--- src/rtl/addr_sweep_pkg.sv ---
// rtl/addr_sweep_pkg.sv - shared types and constants for the address sweep scheduler
package addr_sweep_pkg;

    // FSM state encoding
    typedef enum logic [1:0] {
        ST_IDLE = 2'd0,
        ST_RUN  = 2'd1,
        ST_DONE = 2'd2
    } state_t;

    // Largest legal sweep length (buffer depth)
    localparam int MAX_LEN_DEF = 100;

    // Requester indices
    localparam int REQ0 = 0;
    localparam int REQ1 = 1;

endpackage

--- src/rtl/addr_cnt.sv ---
// rtl/addr_cnt.sv - up-counter with enable and synchronous clear
module addr_cnt #(
    parameter int CNT_WIDTH = 7
) (
    input  logic                 clk,
    input  logic                 rst,
    input  logic                 en_i,
    input  logic                 clr_i,
    output logic [CNT_WIDTH-1:0] cnt_o
);

    localparam logic [CNT_WIDTH-1:0] ONE_C = CNT_WIDTH'(1);

    logic [CNT_WIDTH-1:0] cnt_q;
    logic [CNT_WIDTH-1:0] cnt_d;

    // Clear wins over enable so a sweep can end and restart from 0 cleanly
    always_comb begin
        cnt_d = cnt_q;
        if (clr_i) begin
            cnt_d = '0;
        end else if (en_i) begin
            cnt_d = cnt_q + ONE_C;
        end
    end

    // Count register
    always_ff @(posedge clk) begin
        if (rst) begin
            cnt_q <= '0;
        end else begin
            cnt_q <= cnt_d;
        end
    end

    assign cnt_o = cnt_q;

endmodule

--- src/rtl/addr_sweep_sched.sv ---
// rtl/addr_sweep_sched.sv - round-robin shared address sweep scheduler (optional SWEEP_PERF_EN stall counter)
module addr_sweep_sched
    import addr_sweep_pkg::*;
#(
    parameter int CNT_WIDTH = 7,
    parameter int MAX_LEN   = MAX_LEN_DEF
) (
    input  logic                 clk,
    input  logic                 rst,
    input  logic [1:0]           req_i,
    input  logic [CNT_WIDTH-1:0] len0_i,
    input  logic [CNT_WIDTH-1:0] len1_i,
    input  logic                 stall_i,
    output logic [1:0]           gnt_o,
    output logic [CNT_WIDTH-1:0] addr_o,
    output logic                 addr_vld_o,
    output logic [1:0]           done_o,
    output logic                 busy_o
`ifdef SWEEP_PERF_EN
    ,
    output logic [15:0]          stall_cnt_o
`endif
);

    localparam logic [CNT_WIDTH-1:0] MAX_LEN_C = CNT_WIDTH'(MAX_LEN);
    localparam logic [CNT_WIDTH-1:0] ONE_C     = CNT_WIDTH'(1);

    state_t               state_q, state_d;
    logic [1:0]           gnt_q, gnt_d;
    logic [CNT_WIDTH-1:0] len_q, len_d;
    logic                 ptr_q, ptr_d;

    logic [CNT_WIDTH-1:0] cnt;
    logic [CNT_WIDTH-1:0] len0_eff, len1_eff, len_sel, len_last;
    logic                 win;
    logic                 grant_now;
    logic                 owner_req;
    logic                 run_vld;

    // Clamp requested lengths to the buffer depth and pick the arbitration winner
    always_comb begin
        len0_eff = (len0_i > MAX_LEN_C) ? MAX_LEN_C : len0_i;
        len1_eff = (len1_i > MAX_LEN_C) ? MAX_LEN_C : len1_i;
        win      = 1'(REQ0);
        if (req_i == 2'b10) begin
            win = 1'(REQ1);
        end else if (req_i == 2'b11) begin
            win = ptr_q;
        end
        len_sel   = win ? len1_eff : len0_eff;
        grant_now = (state_q == ST_IDLE) && (|req_i);
        owner_req = |(req_i & gnt_q);
        len_last  = len_q - ONE_C;
    end

    assign run_vld = (state_q == ST_RUN) && !stall_i;

    // State register: FSM state, captured grant/length and round-robin pointer
    always_ff @(posedge clk) begin
        if (rst) begin
            state_q <= ST_IDLE;
            gnt_q   <= 2'b00;
            len_q   <= '0;
            ptr_q   <= 1'(REQ0);
        end else begin
            state_q <= state_d;
            gnt_q   <= gnt_d;
            len_q   <= len_d;
            ptr_q   <= ptr_d;
        end
    end

    // Next-state logic: grant in IDLE, sweep/abort in RUN, single-cycle DONE
    always_comb begin
        state_d = state_q;
        gnt_d   = gnt_q;
        len_d   = len_q;
        ptr_d   = ptr_q;
        case (state_q)
            ST_IDLE: begin
                if (grant_now) begin
                    gnt_d   = 2'b01 << win;
                    len_d   = len_sel;
                    state_d = (len_sel == '0) ? ST_DONE : ST_RUN;
                end
            end
            ST_RUN: begin
                // Abort takes priority: a dropped request never gets a done pulse
                if (!owner_req) begin
                    state_d = ST_IDLE;
                end else if (run_vld && (cnt == len_last)) begin
                    state_d = ST_DONE;
                end
            end
            ST_DONE: begin
                state_d = ST_IDLE;
            end
            default: begin
                state_d = ST_IDLE;
            end
        endcase
        // Any grant ending (done or abort) hands priority to the other side
        if ((state_q != ST_IDLE) && (state_d == ST_IDLE)) begin
            ptr_d = ~ptr_q;
            gnt_d = 2'b00;
        end
    end

    // Output decode from the current state
    always_comb begin
        gnt_o      = 2'b00;
        addr_vld_o = 1'b0;
        done_o     = 2'b00;
        busy_o     = (state_q != ST_IDLE);
        case (state_q)
            ST_RUN: begin
                gnt_o      = gnt_q;
                addr_vld_o = !stall_i;
            end
            ST_DONE: begin
                done_o = gnt_q;
            end
            default: begin
                gnt_o = 2'b00;
            end
        endcase
    end

    // Counter runs only while sweeping; it is held at 0 outside RUN
    addr_cnt #(
        .CNT_WIDTH (CNT_WIDTH)
    ) u_addr_cnt (
        .clk   (clk),
        .rst   (rst),
        .en_i  (run_vld),
        .clr_i (state_d != ST_RUN),
        .cnt_o (cnt)
    );

    assign addr_o = cnt;

`ifdef SWEEP_PERF_EN
    logic [15:0] stall_cnt_q, stall_cnt_d;

    // Saturating count of stalled RUN cycles, restarted at each grant
    always_comb begin
        stall_cnt_d = stall_cnt_q;
        if (grant_now) begin
            stall_cnt_d = 16'h0000;
        end else if ((state_q == ST_RUN) && stall_i && (stall_cnt_q != 16'hFFFF)) begin
            stall_cnt_d = stall_cnt_q + 16'h0001;
        end
    end

    // Stall counter register
    always_ff @(posedge clk) begin
        if (rst) begin
            stall_cnt_q <= 16'h0000;
        end else begin
            stall_cnt_q <= stall_cnt_d;
        end
    end

    assign stall_cnt_o = stall_cnt_q;
`endif

endmodule

--- config.mk ---
export PLATFORM = sky130hd
export DESIGN_NAME = addr_sweep_sched
export DESIGN_NICKNAME = d
export VERILOG_FILES = /design/src/rtl/addr_sweep_pkg.sv /design/src/rtl/addr_cnt.sv /design/src/rtl/addr_sweep_sched.sv
export SDC_FILE = /design/constraint.sdc
export NUM_CORES = 1
export LEC_CHECK = 0
export ABC_AREA = 1
export CAP_MARGIN = 10
export CORE_MARGIN = 8
export CORE_UTILIZATION = 40
export CTS_BUF_LIST = sky130_fd_sc_hd__clkbuf_4
export DETAILED_ROUTE_END_ITERATION = 10
export PLACE_DENSITY = 0.7
export SKIP_LAST_GASP = 1
export SLEW_MARGIN = 20
export SYNTH_ARGS = -nofsm -noshare
export SYNTH_HDL_FRONTEND = slang
export SYNTH_HIERARCHICAL = 1
export SYNTH_SLANG_ARGS = --single-unit
--- constraint.sdc ---
create_clock -name clk -period 1.9 [get_ports clk]
set_input_delay 0.38 -clock clk [delete_from_list [all_inputs] [get_ports clk]]
set_output_delay 0.38 -clock clk [all_outputs]
set_load 0.05 [all_outputs]
==> run_summary.xml <==
<?xml version="1.0" encoding="UTF-8"?>
<metrics>
  <group name="clock_network">
    <metric name="cts_max_path_buffers" unit="">2</metric>
    <metric name="clock_sinks" unit="">19</metric>
    <metric name="cts-root-buf" unit="">sky130_fd_sc_hd__clkbuf_4</metric>
    <metric name="tritoncts" unit="">yes</metric>
    <metric name="postCtsSetupBuffers" unit="">0</metric>
    <metric name="clk_pin_slew" unit="ns">0.12</metric>
    <metric name="clkLatencyLatePin" unit="ns">0.31</metric>
    <metric name="cts_made_buffers" unit="">3</metric>
    <metric name="cts-htree-levels" unit="">1</metric>
  </group>
  <group name="timing">
    <metric name="final.setup.worst_slack" unit="ns">0.140</metric>
    <metric name="setup_clock_skew_after_layout" unit="ns">0.0163</metric>
    <metric name="fin_tns_setup" unit="ns">0</metric>
    <metric name="final_min_period_over_clock_period" unit="%">92.6</metric>
    <metric name="max_slew.worst_pin.slew" unit="ns">0.433</metric>
    <metric name="grt_setup_unrepaired" unit="">yes</metric>
    <metric name="setup_viol_count_final" unit="">0</metric>
    <metric name="worst_slew_margin_rel" unit="%">71.0</metric>
    <metric name="finalCriticalPeriod" unit="ns">1.76</metric>
    <metric name="drv_slew" unit="">0</metric>
    <metric name="report.final.hold_viol_count" unit="">0</metric>
    <metric name="maxClockFrequency" unit="MHz">568</metric>
  </group>
  <group name="floorplan">
    <metric name="floorplan.io_pins" unit="">32</metric>
    <metric name="floorplan.initialDensity" unit="%">40.4</metric>
    <metric name="die-height" unit="um">73.3</metric>
    <metric name="dieWidth" unit="um">73.3</metric>
    <metric name="die_area" unit="mm^2">0.00538</metric>
    <metric name="core_area" unit="mm^2">0.00326</metric>
    <metric name="rows" unit="">21</metric>
  </group>
  <group name="grt">
    <metric name="first_global_vias" unit="">1416</metric>
    <metric name="initial_antenna_violation_count" unit="">0</metric>
    <metric name="grt_use_total" unit="%">13.2</metric>
    <metric name="grt_max_degree" unit="">12</metric>
    <metric name="grt.overflow.total" unit="">0</metric>
    <metric name="grt_pass1_wl" unit="mm">5.77</metric>
  </group>
  <group name="setup_path">
    <metric name="setup.worst_path.start_class" unit="">register</metric>
    <metric name="timing_worst_setup_path_type" unit="">reg -&gt; reg</metric>
    <metric name="critPathCaptureType" unit="">register</metric>
    <metric name="cp.arrival" unit="ns">2.01</metric>
    <metric name="critPathMaxFanout" unit="">7</metric>
    <metric name="timing.critical_path.required" unit="ns">2.15</metric>
  </group>
  <group name="finish">
    <metric name="areaGrowthSynthToFinish" unit="%">46.9</metric>
    <metric name="antenna_cells_inserted" unit="">0</metric>
    <metric name="layout-drive-gt1-share" unit="%">27.1</metric>
    <metric name="most_frequent_standard_cell_in_the_layout_excluding_fill_and_tap_cells" unit="">sky130_fd_sc_hd__nand2_1</metric>
    <metric name="finalNonFillerCells" unit="">308</metric>
    <metric name="final_design_instance_area_without_fill" unit="mm^2">0.00193</metric>
    <metric name="fin_nets" unit="">284</metric>
    <metric name="most_used_cells_in_the_layout_excluding_fill_and_tap_cells" unit="">39 x sky130_fd_sc_hd__nand2_1, 34 x sky130_fd_sc_hd__inv_1, 32 x sky130_fd_sc_hd__nor2_1, 26 x sky130_fd_sc_hd__buf_4, 17 x sky130_fd_sc_hd__dfxtp_1</metric>
  </group>
  <group name="drt">
    <metric name="routed-via-count" unit="">1432</metric>
    <metric name="violation_count_after_the_first_detailed_route_iteration" unit="">44</metric>
    <metric name="routed_wirelength" unit="mm">3.25</metric>
    <metric name="antenna_violating_nets_left" unit="">0</metric>
    <metric name="wire_per_inst" unit="um">10.5</metric>
    <metric name="drt-pass1-iter-count" unit="">4</metric>
    <metric name="drcViolationCount" unit="">0</metric>
    <metric name="vias_per_cell" unit="">4.65</metric>
  </group>
  <group name="synthesis">
    <metric name="post_synth_num_cell_types" unit="">28</metric>
    <metric name="synth_seq_area_share" unit="%">28.9</metric>
    <metric name="total_nets_after_synthesis" unit="">231</metric>
    <metric name="postSynthRegisterBits" unit="">19</metric>
    <metric name="netlist_instances" unit="">210</metric>
    <metric name="postSynthAreaPerCell" unit="um^2">6.26</metric>
    <metric name="post_synth_instance_area" unit="mm^2">0.00132</metric>
    <metric name="yosysWarningCount" unit="">6</metric>
  </group>
  <group name="pwr">
    <metric name="p_per_area" unit="mW/mm^2">560</metric>
    <metric name="total_leakage_power" unit="nW">0.936</metric>
    <metric name="peakVddDrop" unit="uV">223</metric>
    <metric name="report.power.total" unit="W">0.00108</metric>
  </group>
  <group name="place">
    <metric name="place.port_buffers" unit="">31</metric>
    <metric name="dp_cells" unit="">304</metric>
    <metric name="detailedPlacementHpwl" unit="mm">2.68</metric>
    <metric name="global_placer_s_final_weighted_congestion" unit="">0.805</metric>
    <metric name="dp_worst_setup_slack" unit="ns">-0.377</metric>
    <metric name="postPlaceCellArea" unit="mm^2">0.00184</metric>
  </group>
  <group name="flow_run">
    <metric name="cap_violations" unit="">0</metric>
  </group>
  <group name="hold_path">
    <metric name="hp-class" unit="">reg -&gt; reg</metric>
  </group>
  <group name="status">
    <metric name="run_status" unit="">finished clean</metric>
  </group>
</metrics>
-- routing by layer --
| metal | global-route usage (%) | vias up | share of wire (%) |
|---|---|---|---|
| met4 | 6.65 | 0 | 1.2 |
| met5 | 0 | - | 0 |
| met2 | 23.4 | 34 | 51 |
| met1 | 14.5 | 631 | 43 |
| li1 | - | 763 | - |
| met3 | 2.59 | 4 | 5.6 |
-- path summary, 6_finish.rpt --
path,start,endpoint,slack [ns],cells after the start
max,len_q[1],u_addr_cnt/cnt_o[4],0.14,13
min,gnt_q[1],gnt_q[1],0.48,2
min reg2reg,gnt_q[1],gnt_q[1],0.48,2
max reg2reg,len_q[1],u_addr_cnt/cnt_o[4],0.14,13
-- logic make-up after synthesis --
kind of cell               after synthesis  synth area share [%]
and+or+nand+nor                        104                  35.5
buffers and inverters                   42                  13.3
AOI/OAI and AO/OA                       35                  15.0
DFF                                     19                  28.9
xor gates and xnor gates                 8                  5.33
adders and majority gates                2                  1.90
-- cells in the mapped netlist --
| cell | instances | area share (%) |
|---|---|---|
| sky130_fd_sc_hd__nor2_2 | 2 | 0.95 |
| sky130_fd_sc_hd__clkbuf_1 | 1 | 0.29 |
| sky130_fd_sc_hd__o21bai_1 | 1 | 0.57 |
| sky130_fd_sc_hd__nor2_1 | 34 | 9.7 |
| sky130_fd_sc_hd__clkinv_1 | 1 | 0.29 |
| sky130_fd_sc_hd__ha_1 | 2 | 1.9 |
| sky130_fd_sc_hd__nand2_1 | 40 | 11 |
| sky130_fd_sc_hd__bufinv_8 | 1 | 1.3 |
| sky130_fd_sc_hd__nor3_1 | 4 | 1.5 |
| sky130_fd_sc_hd__a21oi_2 | 2 | 1.3 |
| sky130_fd_sc_hd__inv_2 | 1 | 0.29 |
| sky130_fd_sc_hd__o21ai_2 | 1 | 0.67 |
| sky130_fd_sc_hd__xor2_1 | 3 | 2.0 |
| sky130_fd_sc_hd__nand3_1 | 9 | 3.4 |
| sky130_fd_sc_hd__dfxtp_1 | 19 | 29 |
| sky130_fd_sc_hd__nand4_1 | 2 | 0.95 |
| sky130_fd_sc_hd__or2_1 | 1 | 0.48 |
| sky130_fd_sc_hd__a21oi_1 | 14 | 5.3 |
| sky130_fd_sc_hd__o21ai_0 | 13 | 4.9 |
| sky130_fd_sc_hd__o22ai_1 | 1 | 0.48 |
| sky130_fd_sc_hd__nand2_2 | 8 | 3.8 |
| sky130_fd_sc_hd__nor2_4 | 1 | 0.86 |
| sky130_fd_sc_hd__xnor2_1 | 5 | 3.3 |
| sky130_fd_sc_hd__nand3_2 | 2 | 1.5 |
| sky130_fd_sc_hd__buf_4 | 1 | 0.57 |
| sky130_fd_sc_hd__inv_1 | 37 | 11 |
| sky130_fd_sc_hd__o211ai_1 | 3 | 1.7 |
| sky130_fd_sc_hd__nand2_4 | 1 | 0.86 |
-- critical path, stage by stage, from the launching register on --
cell,delay [ns]
sky130_fd_sc_hd__dfxtp_2,0.34
sky130_fd_sc_hd__inv_2,0.08
sky130_fd_sc_hd__buf_6,0.10
sky130_fd_sc_hd__nand4_1,0.11
sky130_fd_sc_hd__or2_1,0.28
sky130_fd_sc_hd__o22ai_2,0.10
sky130_fd_sc_hd__nor2_1,0.05
sky130_fd_sc_hd__nand2_1,0.09
sky130_fd_sc_hd__nand2_1,0.06
sky130_fd_sc_hd__nand2_1,0.07
sky130_fd_sc_hd__inv_2,0.05
sky130_fd_sc_hd__nor2_4,0.15
sky130_fd_sc_hd__o21ai_0,0.11
sky130_fd_sc_hd__nor2_1,0.10
-- cell type report --
class | instances | area, um^2
fillers | 353 | 1330
multi-input cells | 149 | 817
repair buffers | 50 | 483
flip-flops and latches | 19 | 383
inverters | 40 | 164
well taps | 46 | 57.6
clock buffers | 3 | 22.5
clock inverters | 1 | 5.00
-- where the power goes --
part           internal, W  switching (W)  leakage (nW)
Sequential        0.000427      0.0000234         0.156
Clock            0.0000784       0.000133        0.0177
Combinational     0.000201       0.000220         0.762
-- flip-flops by register name, summed over array words and instances (netlist names) --
signal,cells
len_q,7
ptr_q,1
gnt_q,2
state_q,2
u_addr_cnt/cnt_o,7
-- timing repair --
action / in CTS / in global routing
cloned: 0 / 0
gates resized for setup: 2 / 20
pin swaps: 0 / 4
hold buffers: 0 / 0
setup endpoints to repair: 3 / 9
-- stage by stage --
stage / utilization, % / hold slack, ns
3_3_place_gp: 56.4 / 0.465
2_1_floorplan: - / 0.442
5_1_grt: 59.3 / 0.498
4_1_cts: 57.5 / 0.480
6_report: 59.3 / 0.480
3_5_place_dp: 56.4 / 0.464
Power figures use the tool's default switching activity.
